File: src/rtl/meteor_pkg.sv
// rtl/meteor_pkg.sv - shared state type, default geometry and LFSR constants for meteor_sprite
package meteor_pkg;

  typedef enum logic [1:0] {IDLE, WAIT, FALL} meteor_state_t;

  localparam int DEF_ACTIVE_COLS = 640;
  localparam int DEF_ACTIVE_ROWS = 480;
  localparam int DEF_TOTAL_COLS  = 800;
  localparam int DEF_TOTAL_ROWS  = 525;
  localparam int DEF_METEOR_SIZE = 16;
  localparam int DEF_FALL_SPEED  = 2;
  localparam int DEF_SPAWN_DELAY = 30;

  // x^10 + x^7 + 1: feedback from bits 9 and 6
  localparam logic [9:0] LFSR_SEED = 10'h001;
  localparam logic [9:0] LFSR_TAPS = 10'h240;

endpackage

File: src/rtl/meteor_sprite_lfsr10.sv
// rtl/meteor_sprite_lfsr10.sv - 10-bit Fibonacci LFSR spawn source (used with METEOR_LFSR_EN)
module lfsr10
  import meteor_pkg::*;
(
  input  logic       i_Clk,
  input  logic       i_Rst,
  input  logic       enable,
  output logic [9:0] value
);

  logic [9:0] lfsr_q;

  always_ff @(posedge i_Clk or posedge i_Rst) begin
    if (i_Rst) begin
      lfsr_q <= LFSR_SEED;
    end else if (enable) begin
      lfsr_q <= {lfsr_q[8:0], ^(lfsr_q & LFSR_TAPS)};
    end
  end

  assign value = lfsr_q;

endmodule

File: src/rtl/meteor_sprite.sv
// rtl/meteor_sprite.sv - meteor spawn/fall FSM and pixel draw; METEOR_LFSR_EN selects LFSR spawn columns
module meteor_sprite
  import meteor_pkg::*;
#(
  parameter int ACTIVE_COLS = DEF_ACTIVE_COLS,
  parameter int ACTIVE_ROWS = DEF_ACTIVE_ROWS,
  parameter int TOTAL_COLS  = DEF_TOTAL_COLS,
  parameter int TOTAL_ROWS  = DEF_TOTAL_ROWS,
  parameter int METEOR_SIZE = DEF_METEOR_SIZE,
  parameter int FALL_SPEED  = DEF_FALL_SPEED,
  parameter int SPAWN_DELAY = DEF_SPAWN_DELAY
)
(
  input  logic       i_Clk,
  input  logic       i_Rst,
  input  logic       i_HSync,
  input  logic       i_VSync,
  input  logic [9:0] i_Col_Count,
  input  logic [9:0] i_Row_Count,
  input  logic       i_Game_Active,
  input  logic       i_Hit,
  output logic       o_HSync,
  output logic       o_VSync,
  output logic       o_Draw,
  output logic [9:0] o_Meteor_X,
  output logic [9:0] o_Meteor_Y,
  output logic       o_Landed
);

  localparam logic [10:0] COLS11   = 11'(ACTIVE_COLS);
  localparam logic [10:0] ROWS11   = 11'(ACTIVE_ROWS);
  localparam logic [10:0] TCOLS11  = 11'(TOTAL_COLS);
  localparam logic [10:0] TROWS11  = 11'(TOTAL_ROWS);
  localparam logic [10:0] SIZE11   = 11'(METEOR_SIZE);
  localparam logic [10:0] SPEED11  = 11'(FALL_SPEED);
  localparam logic [10:0] XMAX11   = 11'(ACTIVE_COLS - METEOR_SIZE);
  localparam logic [10:0] LAND11   = 11'(ACTIVE_ROWS - METEOR_SIZE);
  localparam logic [5:0]  DELAY6   = 6'(SPAWN_DELAY);

  meteor_state_t state, state_next;
  logic [9:0]  x_q, x_d, y_q, y_d;
  logic [5:0]  cnt_q, cnt_d;
  logic        landed_d, draw_d, spawn, tick;
  logic [9:0]  v, spawn_x;
  logic [10:0] col11, row11, x11, y11, y_fall;

  assign col11  = {1'b0, i_Col_Count};
  assign row11  = {1'b0, i_Row_Count};
  assign x11    = {1'b0, x_q};
  assign y11    = {1'b0, y_q};
  assign y_fall = y11 + SPEED11;

  // First pixel of the first blanking line; the count stage never exceeds the totals
  assign tick = (i_Col_Count == 10'd0) && (row11 == ROWS11) && (row11 < TROWS11) && (col11 < TCOLS11);

`ifdef METEOR_LFSR_EN
  lfsr10 u_lfsr (
    .i_Clk  (i_Clk),
    .i_Rst  (i_Rst),
    .enable (1'b1),
    .value  (v)
  );
`else
  logic [9:0] det_q;

  always_ff @(posedge i_Clk or posedge i_Rst) begin
    if (i_Rst) begin
      det_q <= '0;
    end else if (spawn) begin
      det_q <= det_q + 10'd97;
    end
  end

  assign v = det_q;
`endif

  // Fold values past the last legal column back into range
  assign spawn_x = ({1'b0, v} <= XMAX11) ? v : v - 10'd512;

  always_ff @(posedge i_Clk or posedge i_Rst) begin
    if (i_Rst) state <= IDLE;
    else       state <= state_next;
  end

  always_comb begin
    state_next = state;
    if (!i_Game_Active) begin
      state_next = IDLE;
    end else begin
      case (state)
        IDLE:    state_next = WAIT;
        WAIT:    if (tick && cnt_q == 6'd0) state_next = FALL;
        FALL:    if (i_Hit || (tick && y_fall >= LAND11)) state_next = WAIT;
        default: state_next = IDLE;
      endcase
    end
  end

  always_comb begin
    x_d      = x_q;
    y_d      = y_q;
    cnt_d    = cnt_q;
    landed_d = 1'b0;
    spawn    = 1'b0;
    if (!i_Game_Active) begin
      y_d   = '0;
      cnt_d = '0;
    end else begin
      case (state)
        IDLE: cnt_d = DELAY6;
        WAIT: begin
          if (tick) begin
            if (cnt_q == 6'd0) begin
              spawn = 1'b1;
              x_d   = spawn_x;
              y_d   = '0;
            end else begin
              cnt_d = cnt_q - 6'd1;
            end
          end
        end
        FALL: begin
          // A hit outranks a landing on the same cycle
          if (i_Hit) begin
            cnt_d = DELAY6;
          end else if (tick) begin
            if (y_fall >= LAND11) begin
              landed_d = 1'b1;
              cnt_d    = DELAY6;
            end else begin
              y_d = y_fall[9:0];
            end
          end
        end
        default: ;
      endcase
    end
  end

  assign draw_d = (state == FALL) &&
                  (col11 >= x11) && (col11 < x11 + SIZE11) &&
                  (row11 >= y11) && (row11 < y11 + SIZE11) &&
                  (col11 < COLS11) && (row11 < ROWS11);

  always_ff @(posedge i_Clk or posedge i_Rst) begin
    if (i_Rst) begin
      x_q      <= '0;
      y_q      <= '0;
      cnt_q    <= '0;
      o_Landed <= 1'b0;
      o_Draw   <= 1'b0;
      o_HSync  <= 1'b0;
      o_VSync  <= 1'b0;
    end else begin
      x_q      <= x_d;
      y_q      <= y_d;
      cnt_q    <= cnt_d;
      o_Landed <= landed_d;
      o_Draw   <= draw_d;
      o_HSync  <= i_HSync;
      o_VSync  <= i_VSync;
    end
  end

  assign o_Meteor_X = x_q;
  assign o_Meteor_Y = y_q;

endmodule

File: config.mk
export PLATFORM = sky130hd
export DESIGN_NAME = meteor_sprite
export DESIGN_NICKNAME = d
export VERILOG_FILES = /design/src/rtl/meteor_pkg.sv /design/src/rtl/meteor_sprite_lfsr10.sv /design/src/rtl/meteor_sprite.sv
export SDC_FILE = /design/constraint.sdc
export NUM_CORES = 1
export LEC_CHECK = 0
export BUFFER_PORTS_ARGS = -buffer_cell sky130_fd_sc_hd__buf_2
export CAP_MARGIN = 25
export CORE_MARGIN = 3
export CORE_UTILIZATION = 57
export CTS_CLUSTER_DIAMETER = 60
export CTS_CLUSTER_SIZE = 20
export DETAILED_ROUTE_END_ITERATION = 10
export PLACE_DENSITY = 0.8
export SLEW_MARGIN = 5
export SYNTH_ARGS = -nofsm -noshare
export SYNTH_HDL_FRONTEND = slang
export SYNTH_HIERARCHICAL = 1
export SYNTH_SLANG_ARGS = --single-unit
File: constraint.sdc
create_clock -name i_Clk -period 2.9 [get_ports i_Clk]
set_clock_uncertainty 0.15 [all_clocks]
set_input_delay 0.58 -clock i_Clk [delete_from_list [all_inputs] [get_ports i_Clk]]
set_output_delay 0.58 -clock i_Clk [all_outputs]
set_load 0.03 [all_outputs]
==> results.txt <==
Entering global routing, the biggest net connects 42 pins. The later pin in the worst-skew pair is clocked with a latency of 300 ps. Summed over all nets, the half-perimeter wirelength after detailed placement is 5.67 mm. Final clock period utilization by the worst path: 94.0%. Synthesis inferred 41 register bits.

Counting the buffers created by CTS gives 5. Of all nets on the critical path, the largest fanout is 7. The logs give 6280 µm² for the die footprint and 0 for the hold buffer count at cts. The share of cell area taken by muxes after synthesis works out to 2.46%. Summing the areas of all and, or, nand and nor instances in the mapped netlist gives 19.6% of the synthesized area.

The setup path with the least slack is of type reg -> reg. The cell area that synthesis handed to floorplanning was 3060 µm². In the synthesized netlist the async set-or-reset flop fraction comes to 100%. The initialized floorplan defines 26 standard-cell rows. The number of warning messages in the yosys log is 6, and the area share of fa/ha/maj cells after synthesis is 15.6%. The worst setup path is captured at a flip-flop.

Based on the critical path, the design can be clocked at up to 367 MHz. By area the synthesized netlist is led by sky130_fd_sc_hd__dfrtp_1 34%, sky130_fd_sc_hd__ha_1 16%, sky130_fd_sc_hd__xnor2_1 5.4%. The number of enable flip-flop cells after synthesis was 0. The logs give 2 for the maximum level of the CTS H-tree and 33.6% for the part of the Yosys area used for sequential elements. STA puts the critical path data arrival time at 2750 ps. The tightest min-delay check is of the in -> async type. The tools report the area inside the core boundary as 5140 µm². The die is 79.2 µm wide.

Max-cap violations in this run came to 0. Summing the areas of all compound-gate instances in the mapped netlist gives 17.6% of the synthesized area. The initial utilization of the core area, before any placement, comes to 59.4%.

Counting along the longest clock path gives a buffer depth of 2. For this run, the total global-route usage over all layers was measured as 24.8%. The number of nets handed over by synthesis was 413. Summed over all layers, the global routing overflow is 0.

In this run the tool buffered the top-level ports with 48 buffer cells. The placer's final routability congestion estimate was 0.971. In this run the power density over the cells is 326 nW/µm². In the synthesized netlist, the number of instances is 349. 50 I/O pins were placed.

The internal power contribution came out at 823 µW. The share of total power dissipated in the clock network is 32.2%. The via count of the first global-routing pass was 2,779. Most area-hungry cell type in the Yosys netlist: sky130_fd_sc_hd__dfrtp_1. Maximum VDD drop: 0.000292 V.

At the pin with the least slew margin, the transition time is 517 ps. The floorplan step set the die height to 79.2 µm. The clock transition at the registers of the reported paths was 80 ps; the parity-gate share of the synthesized area counting xor and xnor cells was 5.45%. The flow ran to the end, and the final reports show no timing, DRC or antenna violations. The part of the power in registers was 53.3%; the first-pass detailed-route iteration total was 4. The buffer cell driving the clock tree root was sky130_fd_sc_hd__clkbuf_8. STA classifies the critical path startpoint as a flip-flop. Data on the critical path is required at its endpoint by 2930 ps. The synthesis-to-finish area growth was 13.8%; the proportion of power drawn by combinational gates was 14.5%. Dividing the detail-routed via count by the number of cells gives 5.97. CTS saw 41 sinks. Max-slew headroom at the worst pin: 65.3%. Proportion of layout cells with a drive suffix above 1: 17.0%. Total net switching power: 310 µW. Summed over all layers, the routed wires come to 7.17 mm. The initial antenna violation count is 0, and the minimum clock period after layout is 2730 ps.

Final net count: 464. The area share of the leading cell type in the synthesized netlist works out to 33.6%. The run gives 0 as the number of antenna-violating nets in the routed design. For the final routed database, the setup TNS stands at 0 ps. Setup violations remaining at the end of the flow were counted as 0. The post-route total power is 1130 µW. After detailed routing, the number of remaining DRC violations is 0. The number of antenna diodes in the final layout is 0. The most used flip-flop cell after synthesis was sky130_fd_sc_hd__dfrtp_1. After synthesis, the largest family of logic cells by area is simple AND/OR/NAND/NOR gates.

The run gives 12.4 mm as the global-route wire length before repair. The logs give 47 for the number of distinct library cells after synthesis and 0 for the total count of hold-check failures in the final report. The max-slew violation count is 0, and the detailed-route wire length per cell is 15.2 µm. After the first detailed-routing iteration, the DRC count stood at 184. Setup repair after global routing left no endpoint under its margin. Of the total power, the share spent switching nets is 27.3%. The logs give 0.00166 µW for the leakage power summed over all cells and 2,810 for the overall via count from detail_route.

Dividing the synthesized area by the synthesized cell count gives 8.75 µm². TritonCTS built the clock tree.
[metal layers]
metal	up-vias	GRT usage, %	wire, µm
met5	-	0	0
met4	0	11.2	202
met3	20	4.08	339
met2	83	41.8	3540
met1	1353	31.2	3090
li1	1354	-	-
[final cells by class]
type / instances / area (µm²)
Timing Repair Buffer: 53 / 290
Clock inverter: 2 / 15.0
Clock buffer: 6 / 72.6
Inverter: 33 / 124
Tap cell: 70 / 87.6
Multi-Input combinational cell: 266 / 1860
Fill cell: 467 / 1660
Sequential cell: 41 / 1030
[flip-flops by register name (all words and copies together) (netlist names)]
register	cells
cnt_q	6
det_q	10
o_Draw	1
o_HSync	1
o_Landed	1
o_Meteor_X	10
o_Meteor_Y	9
o_VSync	1
state	2
[power by group through the flow]
stage | combinational (µW) | sequential [µW] | clock (µW)
2_1_floorplan | 103 | 616 | 0
3_3_place_gp | 158 | 614 | 0
3_5_place_dp | 163 | 614 | 0
4_1_cts | 164 | 603 | 376
5_1_grt | 190 | 607 | 396
6_report | 164 | 604 | 365
[cell usage in the layout, fill, tap and decap left out, drive strengths merged, types with 5 or more instances in the layout]
cell,instances
a21oi,13
o21a,5
ha,38
xnor2,19
nand2b,7
nor3,11
dfrtp,41
nand3,21
nand4,10
buf,53
clkbuf,6
nor2,17
o21ai,26
nand2,33
inv,33
a21o,8
[cells by family after synthesis]
kind of cell / after synthesis
xor+xnor: 19
compound gates: 81
simple gates: 120
mux: 7
flops: 41
other cells: 1
fa+ha+maj: 38
buf+inv: 42
[critical path, cell delays in order, from the launching register on]
cell                        delay (ps)
sky130_fd_sc_hd__dfrtp_1           490
sky130_fd_sc_hd__ha_1              270
sky130_fd_sc_hd__and2_1            150
sky130_fd_sc_hd__a2111o_1          440
sky130_fd_sc_hd__a2111oi_2         370
sky130_fd_sc_hd__o211ai_1          170
sky130_fd_sc_hd__o211ai_1          190
sky130_fd_sc_hd__mux2_2            380
[per-stage QoR]
stage | setup WS (ps) | util (%) | hold WS, ps | cell area, µm² | instances
after floorplan | 165 | - | 295 | 3060 | 349
after global placement | 284 | 65.9 | 311 | 3390 | 463
after detailed placement | 166 | 65.9 | 331 | 3390 | 463
after CTS | 146 | 67.6 | 229 | 3470 | 471
after global routing | 28.9 | 67.6 | 223 | 3480 | 471
final | 174 | 67.6 | 241 | 3480 | 471
[Yosys cell counts, types with 3 or more instances]
cell type	n
sky130_fd_sc_hd__nand2_1	33
sky130_fd_sc_hd__and2_1	3
sky130_fd_sc_hd__inv_1	33
sky130_fd_sc_hd__o211ai_1	4
sky130_fd_sc_hd__a21oi_1	13
sky130_fd_sc_hd__nor3_1	11
sky130_fd_sc_hd__xnor2_1	19
sky130_fd_sc_hd__or3_1	3
sky130_fd_sc_hd__mux2_2	4
sky130_fd_sc_hd__o21ai_0	25
sky130_fd_sc_hd__ha_1	38
sky130_fd_sc_hd__a21o_1	8
sky130_fd_sc_hd__dfrtp_1	41
sky130_fd_sc_hd__nor4_1	4
sky130_fd_sc_hd__clkbuf_1	5
sky130_fd_sc_hd__o21a_1	5
sky130_fd_sc_hd__a211o_1	3
sky130_fd_sc_hd__nand3_1	21
sky130_fd_sc_hd__nand4_1	10
sky130_fd_sc_hd__a31o_1	3
sky130_fd_sc_hd__mux2i_1	3
sky130_fd_sc_hd__o32ai_1	3
sky130_fd_sc_hd__nand2b_1	7
sky130_fd_sc_hd__nor2b_1	3
sky130_fd_sc_hd__nor2_1	17
[timing repair]
action	4_1_cts	5_1_grt
gates resized for setup	0	2
setup buffers	0	0
endpoints found under the setup margin	0	5
[path summary, 6_finish.rpt]
kind | start | endpoint | slack, ps | cells past startpoint
worst min-delay path | i_Rst | o_HSync$_DFF_PP0_ | 240 | 3
worst max register to register | o_Meteor_Y[5]$_DFFE_PP0P_ | o_Meteor_Y[1]$_DFFE_PP0P_ | 170 | 7
max in group asynchronous | i_Rst | o_Meteor_Y[1]$_DFFE_PP0P_ | 1990 | 3
worst min register to register | det_q[9]$_DFFE_PP0P_ | det_q[9]$_DFFE_PP0P_ | 350 | 1
min in group i_Clk | i_HSync | o_HSync$_DFF_PP0_ | 240 | 1
worst max-delay path | o_Meteor_Y[5]$_DFFE_PP0P_ | o_Meteor_Y[1]$_DFFE_PP0P_ | 170 | 7
Power figures use the tool's default switching activity.
